## src/rtl/gen_fram_param_pkg.sv

```systemverilog
// Shared types and block constants for the 64b/66b test-frame generator.
package gen_fram_pkg;

   localparam int unsigned SYNC_W      = 2;
   localparam int unsigned PAYLOAD_W   = 64;
   localparam int unsigned FRAME_CNT_W = 32;
   localparam int unsigned BLK_CNT_W   = 8;
   localparam int unsigned LFSR_W      = 31;

   localparam logic [SYNC_W-1:0] SYNC_DATA = 2'b01;
   localparam logic [SYNC_W-1:0] SYNC_CTRL = 2'b10;

   typedef struct packed {
      logic [SYNC_W-1:0]    sync;
      logic [PAYLOAD_W-1:0] payload;
   } blk_t;

   localparam blk_t BLK_SOF  = '{sync: SYNC_CTRL, payload: 64'hd555555555555578};
   localparam blk_t BLK_EOF  = '{sync: SYNC_CTRL, payload: 64'h0000000000000087};
   localparam blk_t BLK_IDLE = '{sync: SYNC_CTRL, payload: 64'h000000000000001e};

   localparam logic [LFSR_W-1:0] PRBS_SEED = 31'h7FFF_FFFF;

   // State names the block currently presented on dat_o.
   typedef enum logic [2:0] {IDLE, SOF, DATA, EOF, GAP, DONE} state_t;

   // Counter payload: frame number in the top word, block index in the low byte.
   function automatic blk_t data_blk(input logic [FRAME_CNT_W-1:0] f,
                                     input logic [BLK_CNT_W-1:0]   k);
      return '{sync: SYNC_DATA, payload: {f, 24'h0, k}};
   endfunction

endpackage

```

## src/rtl/gen_fram_param_if.sv

```systemverilog
// Block stream with valid/ready handshake between the generator and its sink.
interface gen_fram_param_if;
   import gen_fram_pkg::*;

   blk_t dat_o;
   logic dat_vld;
   logic dat_rdy;

   modport master (output dat_o, output dat_vld, input dat_rdy);
   modport slave  (input dat_o, input dat_vld, output dat_rdy);

endinterface

```

## src/rtl/gen_fram_param_prbs31.sv

```systemverilog
// PRBS31 (x^31+x^28+1) advanced 64 serial steps per call; bit 63 is the first bit.
// Only compiled when GEN_FRAM_PRBS_EN is defined.
`ifdef GEN_FRAM_PRBS_EN
module prbs31_par64
   import gen_fram_pkg::*;
(
   input  logic [LFSR_W-1:0]    i_state,
   output logic [LFSR_W-1:0]    o_state,
   output logic [PAYLOAD_W-1:0] o_data
);

   logic [LFSR_W-1:0] w_s;
   logic              w_b;

   // s[0] is the newest bit; each step feeds back s[30]^s[27].
   always_comb begin
      w_s    = i_state;
      w_b    = 1'b0;
      o_data = '0;
      for (int i = 0; i < int'(PAYLOAD_W); i++) begin
         w_b                          = w_s[30] ^ w_s[27];
         o_data[int'(PAYLOAD_W)-1-i]  = w_b;
         w_s                          = {w_s[LFSR_W-2:0], w_b};
      end
      o_state = w_s;
   end

endmodule
`endif

```

## src/rtl/gen_fram_param.sv

```systemverilog
// Parametrised 64b/66b test-frame source: SOF, data blocks, EOF, idle gap, repeat.
// Define GEN_FRAM_PRBS_EN for PRBS31 payload instead of the frame/block counter payload.
module gen_fram_param
   import gen_fram_pkg::*;
#(
   parameter int unsigned PAYLOAD_BLKS = 8,
   parameter int unsigned GAP_BLKS     = 12,
   parameter int unsigned FRAME_NUM    = 0
)(
   input  logic                   clk,
   input  logic                   rst,
   input  logic                   en,
   gen_fram_param_if.master       bus,
   output logic [FRAME_CNT_W-1:0] frame_cnt,
   output logic                   busy,
   output logic                   done
);

   localparam logic [BLK_CNT_W-1:0]   LAST_BLK  = BLK_CNT_W'(PAYLOAD_BLKS - 1);
   localparam logic [BLK_CNT_W-1:0]   LAST_GAP  = BLK_CNT_W'(GAP_BLKS - 1);
   localparam logic [FRAME_CNT_W-1:0] FRAME_LIM = FRAME_CNT_W'(FRAME_NUM);

   state_t                 r_state;
   blk_t                   r_dat;
   logic                   r_vld;
   logic                   r_busy;
   logic                   r_done;
   logic [FRAME_CNT_W-1:0] r_frame_cnt;
   logic [BLK_CNT_W-1:0]   r_blk_cnt;
   logic [BLK_CNT_W-1:0]   r_gap_cnt;

   logic                   w_acc;
   logic                   w_end_frame;
   logic                   w_stop;
   logic [FRAME_CNT_W-1:0] w_fc_upd;
   state_t                 w_dec_state;
   blk_t                   w_data_blk;

   assign w_acc = r_vld & bus.dat_rdy;

   // Frame count as it will be after this cycle; the EOF acceptance bumps it.
   assign w_fc_upd = (r_state == EOF) ? r_frame_cnt + FRAME_CNT_W'(1) : r_frame_cnt;
   assign w_stop   = (FRAME_NUM != 0) && (w_fc_upd == FRAME_LIM);

   assign w_end_frame = w_acc & (((r_state == EOF) && (GAP_BLKS == 0)) ||
                                 ((r_state == GAP) && (r_gap_cnt == LAST_GAP)));

   always_comb begin
      w_dec_state = IDLE;
      if (w_stop)  w_dec_state = DONE;
      else if (en) w_dec_state = SOF;
   end

`ifdef GEN_FRAM_PRBS_EN
   logic [LFSR_W-1:0]    r_lfsr;
   logic [LFSR_W-1:0]    w_lfsr_nxt;
   logic [PAYLOAD_W-1:0] w_prbs;
   logic                 w_load_data;

   prbs31_par64 u_prbs (
      .i_state (r_lfsr),
      .o_state (w_lfsr_nxt),
      .o_data  (w_prbs)
   );

   assign w_load_data = w_acc & ((r_state == SOF) ||
                                 ((r_state == DATA) && (r_blk_cnt != LAST_BLK)));
   assign w_data_blk  = '{sync: SYNC_DATA, payload: w_prbs};

   // Sequence runs on across frames; only reset reseeds it.
   always_ff @(posedge clk) begin
      if (rst)              r_lfsr <= PRBS_SEED;
      else if (w_load_data) r_lfsr <= w_lfsr_nxt;
   end
`else
   logic [BLK_CNT_W-1:0] w_next_k;

   assign w_next_k   = (r_state == SOF) ? '0 : r_blk_cnt + BLK_CNT_W'(1);
   assign w_data_blk = data_blk(r_frame_cnt, w_next_k);
`endif

   // Frame sequencer; dat_o/dat_vld only change on acceptance or from IDLE/DONE.
   always_ff @(posedge clk) begin
      if (rst) begin
         r_state     <= IDLE;
         r_dat       <= '0;
         r_vld       <= 1'b0;
         r_busy      <= 1'b0;
         r_done      <= 1'b0;
         r_frame_cnt <= '0;
         r_blk_cnt   <= '0;
         r_gap_cnt   <= '0;
      end else if (w_end_frame) begin
         r_frame_cnt <= w_fc_upd;
         r_state     <= w_dec_state;
         r_vld       <= (w_dec_state == SOF);
         r_busy      <= (w_dec_state != IDLE);
         r_done      <= (w_dec_state == DONE);
         if (w_dec_state == SOF) r_dat <= BLK_SOF;
      end else begin
         case (r_state)
            IDLE: begin
               if (en) begin
                  r_state <= SOF;
                  r_dat   <= BLK_SOF;
                  r_vld   <= 1'b1;
                  r_busy  <= 1'b1;
               end
            end
            SOF: begin
               if (w_acc) begin
                  r_state   <= DATA;
                  r_blk_cnt <= '0;
                  r_dat     <= w_data_blk;
               end
            end
            DATA: begin
               if (w_acc) begin
                  if (r_blk_cnt == LAST_BLK) begin
                     r_state <= EOF;
                     r_dat   <= BLK_EOF;
                  end else begin
                     r_blk_cnt <= r_blk_cnt + BLK_CNT_W'(1);
                     r_dat     <= w_data_blk;
                  end
               end
            end
            EOF: begin
               // Only reached with a non-empty gap; the no-gap case ends the frame above.
               if (w_acc) begin
                  r_frame_cnt <= w_fc_upd;
                  r_state     <= GAP;
                  r_gap_cnt   <= '0;
                  r_dat       <= BLK_IDLE;
               end
            end
            GAP: begin
               if (w_acc) r_gap_cnt <= r_gap_cnt + BLK_CNT_W'(1);
            end
            DONE: begin
               if (!en) begin
                  r_state     <= IDLE;
                  r_frame_cnt <= '0;
                  r_busy      <= 1'b0;
                  r_done      <= 1'b0;
               end
            end
            default: begin
               r_state <= IDLE;
               r_vld   <= 1'b0;
               r_busy  <= 1'b0;
               r_done  <= 1'b0;
            end
         endcase
      end
   end

   assign bus.dat_o   = r_dat;
   assign bus.dat_vld = r_vld;
   assign frame_cnt   = r_frame_cnt;
   assign busy        = r_busy;
   assign done        = r_done;

endmodule

```

## src/flat_wrapper.sv

```systemverilog
// flat-port wrapper written by rule: the top's interface ports become plain ports
module gen_fram_param_flat import gen_fram_pkg::*;
#(
   parameter int unsigned PAYLOAD_BLKS = 8,
   parameter int unsigned GAP_BLKS     = 12,
   parameter int unsigned FRAME_NUM    = 0
)
  (clk, rst, en, frame_cnt, busy, done, bus_dat_o, bus_dat_vld, bus_dat_rdy);
  gen_fram_param_if bus_i ();
  input  logic clk;
  input  logic rst;
  input  logic en;
  output logic [FRAME_CNT_W-1:0] frame_cnt;
  output logic busy;
  output logic done;
  output wire logic [$bits(bus_i.dat_o)-1:0] bus_dat_o;
  output wire logic [$bits(bus_i.dat_vld)-1:0] bus_dat_vld;
  input wire logic [$bits(bus_i.dat_rdy)-1:0] bus_dat_rdy;
  assign bus_dat_o = bus_i.dat_o;
  assign bus_dat_vld = bus_i.dat_vld;
  assign bus_i.dat_rdy = bus_dat_rdy;
  gen_fram_param #(.PAYLOAD_BLKS(PAYLOAD_BLKS), .GAP_BLKS(GAP_BLKS), .FRAME_NUM(FRAME_NUM)) u_core (.clk(clk), .rst(rst), .en(en), .bus(bus_i), .frame_cnt(frame_cnt), .busy(busy), .done(done));
endmodule
```

## config.mk

```make
export PLATFORM = sky130hd
export DESIGN_NAME = gen_fram_param_flat
export DESIGN_NICKNAME = d
export VERILOG_FILES = /design/src/rtl/gen_fram_param_pkg.sv /design/src/rtl/gen_fram_param_if.sv /design/src/rtl/gen_fram_param_prbs31.sv /design/src/rtl/gen_fram_param.sv /design/src/flat_wrapper.sv
export SDC_FILE = /design/constraint.sdc
export NUM_CORES = 1
export LEC_CHECK = 0
export ABC_AREA = 1
export CORE_UTILIZATION = 30
export DETAILED_ROUTE_END_ITERATION = 10
export PLACE_DENSITY = 0.58
export SKIP_LAST_GASP = 1
export SLEW_MARGIN = 0
export SYNTH_ARGS = -nofsm -noshare
export SYNTH_HDL_FRONTEND = slang
export SYNTH_SLANG_ARGS = --single-unit
```

## constraint.sdc

```tcl
create_clock -name clk -period 1.7 [get_ports clk]
set_input_delay 0.255 -clock clk [delete_from_list [all_inputs] [get_ports clk]]
set_output_delay 0.255 -clock clk [all_outputs]
set_load 0.05 [all_outputs]
```

==> results of run 1 <==
## where the power goes
| group | switching [uW] | internal [uW] |
|---|---|---|
| Sequential | 198 | 2580 |
| Clock | 944 | 1030 |
| Combinational | 3580 | 2100 |
| Total | 4720 | 5720 |
## state kept, by name, summed over array words and instances, names as in the netlist
name and cells:
u_core.frame_cnt 32, u_core.busy 1, u_core.r_state 3, u_core.r_gap_cnt 8, u_core.r_blk_cnt 8, u_core.bus.dat_o 43
u_core.bus.dat_vld 1
## path summary, 6_finish.rpt
kind / start / endpoint / slack, ns / cells past startpoint
setup / recovery: u_core.r_gap_cnt[1] / u_core.bus.dat_o[47] / -0.04 / 10
hold / removal: rst / u_core.bus.dat_o[65] / 0.15 / 2
setup reg to reg: u_core.r_gap_cnt[1] / u_core.bus.dat_o[47] / -0.04 / 10
hold reg to reg: u_core.bus.dat_o[51] / u_core.bus.dat_o[51] / 0.46 / 2
## what timing repair did
| action | in CTS | in global routing |
|---|---|---|
| hold endpoints to repair | 0 | 0 |
| setup buffers | 1 | 8 |
| setup endpoints to repair | 65 | 79 |
| pin swaps | 1 | 18 |
| resized for setup | 6 | 69 |
| cloned | 0 | 4 |
## worst max-delay path, stage by stage, from the launching register on
cell,delay [ns]
dfxtp_2,0.36
ha_4,0.15
nand3_2,0.07
nor2_1,0.08
buf_4,0.14
nand4_1,0.14
nand2_2,0.14
nand3_4,0.19
clkbuf_16,0.24
nand2_1,0.06
a21oi_1,0.05
## cell families after synthesis
logic type      share of synthesized area
compound gates                     0.1034
xor+xnor                          0.02888
fa+ha+maj                        0.009707
buf+inv                            0.1252
flops                              0.3727
other cells                     0.0007273
simple gates                       0.3594
## routing by layer
layer  up-vias  track usage
li1       2825            -
met3        14      0.02892
met2       153       0.2574
met4         0      0.06944
met1      2419       0.2610
met5         -            0
## layout make-up
| class | instances | area (sq um) | area share |
|---|---|---|---|
| multi-input combinational | 581 | 2854 | 0.3800 |
| sequential | 96 | 1938 | 0.2581 |
| timing repair buffer | 195 | 1799 | 0.2396 |
| inverter | 93 | 359.1 | 0.04782 |
| tap | 220 | 275.3 | 0.03665 |
| clock buffer | 10 | 239.0 | 0.03182 |
| clock inverter | 6 | 45.04 | 0.005998 |
## synthesized netlist by cell type, drive strengths merged
cell type,number
a21boi,1
a21oi,72
and2,1
buf,35
clkbuf,10
conb,1
dfxtp,96
ha,4
inv,93
nand2,257
nand3,41
nand3b,1
nand4,17
nor2,120
nor3,5
o21a,1
o21ai,30
xnor2,3
xor2,14
## metrics by stage
stage          cells  area (sq um)    util  setup TNS (ns)
2_1_floorplan    814          5209       -               0
3_5_place_dp    1172          6817  0.4082          -11.03
6_report        1201          7510  0.4497         -0.6193
5_1_grt         1201          7510  0.4497          -7.520
3_3_place_gp    1172          6817  0.4082          -10.89
4_1_cts         1189          7133  0.4271               0
==> results.json, run 1 <==
{
  "setup_ws_ns": -0.04362,
  "place_hpwl_mm": 11.53,
  "fp.dieH_um": 133.1,
  "route.met3.wl_um": 962,
  "fin_crit_ns": 1.744,
  "synth_area_sq_mm": 0.005156,
  "yosysWarnings": 0,
  "final.fill_count": 1744,
  "port_buffers": 91,
  "worst-setup-path-type": "flop to flop",
  "hold_viol_final": 0,
  "cp.arrival_ns": 1.97,
  "crit_path_max_fanout": 10,
  "core_area_sq_mm": 0.01670,
  "clock_sinks": 96,
  "required_ns": 1.93,
  "vias": 5411,
  "io_pins": 105,
  "final_cell_mix": "nand2_1, buf_4, nor2_1, dfxtp_1, inv_1",
  "power_density_mw_per_mm2": 1390,
  "avgSynthCellArea_sq_um": 6.429,
  "synth_top_area_share": 0.3727,
  "nNetsFinal": 984,
  "gp_congestion": 0.8681,
  "whs_ns": 0.1492,
  "postSynthCellCount": 802,
  "fmax_ghz": 0.5735,
  "htreeDepth": 3,
  "placementRows": 47,
  "numCtsBuffers": 9,
  "finClkSkew_ns": 0.01339,
  "clock_latency_ns": 0.36,
  "drc_errors": 0,
  "wire_per_inst_um": 13.43,
  "grt_pass1_vias": 4818,
  "yosysTopAreaCell": "dfxtp_1",
  "worst_setup_path_start_kind": "flop",
  "status": "complete, but fails checks",
  "ir_drop_v": 0.001108,
  "layout-drive-gt1-share": 0.2895,
  "pre_cts_slack_ns": -0.2557,
  "clock_path_buffers": 2,
  "ys_ff_latch": 96,
  "grt.overflow.total": 0,
  "rsz0062_at_grt": "true",
  "post-route-period-util": 1.026,
  "routed_wl_mm": 16.13,
  "grt_pass1_wl_mm": 25.07,
  "area_growth_pct": 45.64,
  "route.layer.met1.wl_mm": 7.948,
  "finalPower_uw": 10440,
  "cts_root_buf": "clkbuf_16",
  "violations": "negative setup slack",
  "vias_per_cell": 4.505,
  "ys_types": 33,
  "initial_core_util": 0.3087,
  "layout_commonest_cell": "nand2_1",
  "grt_start_max_net_pins": 31,
  "top_layer": "met4",
  "cp-end-kind": "flop",
  "yosysSeqAreaShare": 0.3727,
  "setup-violations-final": 30,
  "first_iter_violations": 368,
  "clkTransAtPathRegs_ns": 0.07,
  "holdBufCountCts": 0,
  "cts_tree": "done",
  "dieArea_sq_mm": 0.01772,
  "slew_viol_final": 0,
  "cap_violations": 0,
  "track_usage": 0.1778,
  "leakage_uw": 0.003324,
  "die_w_um": 133.1,
  "antennaDiodeCount": 0,
  "yosys-top-cells-area": "dfxtp_1, nand2_1, nor2_1",
  "drt_first_pass_iters": 5,
  "grt_antenna_before_repair": 0,
  "final_antenna_net_count": 0,
  "hold_path_class": "input pin to flop",
  "wl_met2_mm": 6.958
}
Note: power is estimated with default switching activity, not from simulation.
==> inputs of run 2 (changes only) <==
- ABC_AREA: 1 -> 0
- GPL_TIMING_DRIVEN: unset -> 1
- PLACE_DENSITY: 0.58 -> 0.59
==> results.json, run 2 <==
{
  "status": "complete, but fails checks",
  "violations": "negative setup slack",
  "stdcell_count": 1112,
  "holdBufCountCts": 0,
  "fp.dieH_um": 131.0,
  "port_buffers": 91,
  "worst_setup_path_start_kind": "flop",
  "synth_area_sq_mm": 0.004995,
  "grtUsageMet1": 0.2829,
  "setup_tns_ns": -11.14,
  "gp_congestion": 0.8872,
  "wire_per_inst_um": 18.61,
  "routed_wl_mm": 20.69,
  "ir_drop_v": 0.0008339,
  "leakage_uw": 0.003676,
  "nNetsFinal": 899,
  "worst-setup-path-type": "flop to flop",
  "cp-end-kind": "flop",
  "grt_antenna_before_repair": 0,
  "met3_usage": 0.05252,
  "rsz0062_at_grt": "true",
  "ys_ff_latch": 96,
  "clock_sinks": 96,
  "first_iter_violations": 387,
  "setup_ws_ns": -0.2417,
  "numCtsBuffers": 9,
  "whs_path_depth": 2,
  "ys_top_cells_by_count": "dfxtp_1, a21oi_1, nand2_1",
  "whs_ns": 0.2841,
  "grt_pass1_vias": 5902,
  "cts_root_buf": "clkbuf_16",
  "yosysTopAreaCell": "dfxtp_1",
  "cts_tree": "done",
  "layout_commonest_cell": "buf_4",
  "antennaDiodeCount": 0,
  "final_antenna_net_count": 0,
  "crit_path_max_fanout": 6,
  "grt_use_met2": 0.4130,
  "vias_per_cell": 5.406,
  "clock_path_buffers": 2,
  "setup-violations-final": 88,
  "final_core_util": 0.5762,
  "vias": 6012,
  "avgSynthCellArea_sq_um": 7.891,
  "cap_violations": 0,
  "core_area_sq_mm": 0.01606,
  "layout-drive-gt1-share": 0.5837,
  "critPathMaxStageDelay_ns": 0.48,
  "rr_endpoint": "u_core.frame_cnt[31]",
  "grt_busiest_layer": "met2",
  "postSynthCellCount": 633,
  "final_cell_mix": "buf_4, dfxtp_1, nand2_1, nor2_1, a21oi_2",
  "required_ns": 1.99,
  "r2r_setup_slack_ns": -0.24,
  "cp.arrival_ns": 2.23,
  "area_growth_pct": 85.25,
  "place_hpwl_mm": 13.07,
  "clkTransAtPathRegs_ns": 0.07,
  "timing.hold.worst_endpoint": "u_core.frame_cnt[10]",
  "hold_viol_final": 0,
  "ff2ff_path_depth": 6,
  "power_density_mw_per_mm2": 1242,
  "dp_cells": 1037,
  "path_cells": "or3b_4 -> nor4_4 -> buf_4 -> nor2_4 -> or4_1 -> a21oi_1",
  "hp-start": "rst",
  "ys_types": 70,
  "synth_top_area_share": 0.3848,
  "dieArea_sq_mm": 0.01717,
  "drt_first_pass_iters": 5,
  "slew_viol_final": 0,
  "grt_pass1_wl_mm": 31.25,
  "initial_core_util": 0.3110,
  "synth_most_common_cell": "dfxtp_1",
  "synth-edff-count": 0,
  "placementRows": 46,
  "die_w_um": 131.0,
  "post-route-period-util": 1.142,
  "yosysWarnings": 0,
  "fmax_ghz": 0.5150,
  "grt.overflow.total": 0,
  "crit_family": "simple AND/OR/NAND/NOR gates",
  "track_usage": 0.2401,
  "yosysSeqAreaShare": 0.3848,
  "grt_start_max_net_pins": 39,
  "slowest_stage": "or4_1",
  "finClkSkew_ns": 0.009486,
  "finalPower_uw": 11490,
  "r2r_start": "u_core.r_state[0]",
  "drc_errors": 0,
  "htreeDepth": 3,
  "fin_crit_ns": 1.942,
  "synth-main-ff-cell": "dfxtp_1",
  "hold_path_class": "input pin to flop",
  "io_pins": 105,
  "largest_register_ffs": 43,
  "path_buf_inv": 1,
  "yosys-top-cells-area": "dfxtp_1, a21oi_1, nand2_1",
  "clock_latency_ns": 0.36,
  "ys_async_sr_fraction": 0
}
-- run 2: metrics by stage --
| step | cell area (sq um) | setup slack, ns |
|---|---|---|
| 6_report | 9253 | -0.2417 |
| 5_1_grt | 9253 | -0.2805 |
| 4_1_cts | 8690 | -0.1936 |
| 3_5_place_dp | 7161 | -0.5118 |
| 3_3_place_gp | 7161 | -0.4668 |
| 2_1_floorplan | 5296 | -0.2558 |
-- run 2: layout make-up --
type,count,area (sq um)
clock buffers,10,250.2
multi-input cells,474,3730
flip-flops and latches,96,2006
well taps,216,270.3
repair buffers,301,2914
clock inverters,6,48.80
inverters,9,33.78
fillers,1336,6805
-- run 2: logic make-up (layout without fill, tap and decap cells) --
| group | after synthesis | after routing | synth area share |
|---|---|---|---|
| compound gates | 168 | 168 | 0.2032 |
| xor+xnor | 13 | 13 | 0.02280 |
| fa+ha+maj | 4 | 4 | 0.01002 |
| buf+inv | 75 | 326 | 0.08066 |
| flops | 96 | 96 | 0.3848 |
| mux | 1 | 1 | 0.002004 |
| other cells | 1 | 13 | 0.0007508 |
| simple gates | 275 | 275 | 0.2958 |
-- run 2: layer usage --
metal  routed length, um  share of wire  up-vias
met5                   0              0        -
met4                 742          0.036        0
met3                1273          0.062       43
met2               10550           0.51      251
met1                8120           0.39     2937
li1                    -              -     2781
-- run 2: what timing repair did --
action,in CTS,in global routing
endpoints found under the setup margin,93,94
gates resized for setup,153,122
endpoints found under the hold margin,0,0
pin swaps,83,87
setup buffers,45,15
gates cloned,10,2
-- run 2: worst max path at each step --
stage	cells past startpoint	slack, ns	startpoint	endpoint
finish	6	-0.24	u_core.r_state[0]	u_core.frame_cnt[31]
CTS	7	-0.19	u_core.r_gap_cnt[1]	u_core.frame_cnt[20]
global placement	7	-0.47	bus_dat_rdy	u_core.frame_cnt[23]
detailed placement	6	-0.51	bus_dat_rdy	u_core.frame_cnt[31]
global route	8	-0.28	u_core.r_state[0]	u_core.bus.dat_o[56]
floorplan	5	-0.26	u_core.frame_cnt[2]	u_core.frame_cnt[31]
-- run 2: where the power goes --
part	leakage [uW]	internal, uW	switching, uW
Clock	0.000149	1100	990
Sequential	0.000802	2520	225
Combinational	0.00273	2970	3680
Total	0.00368	6600	4890
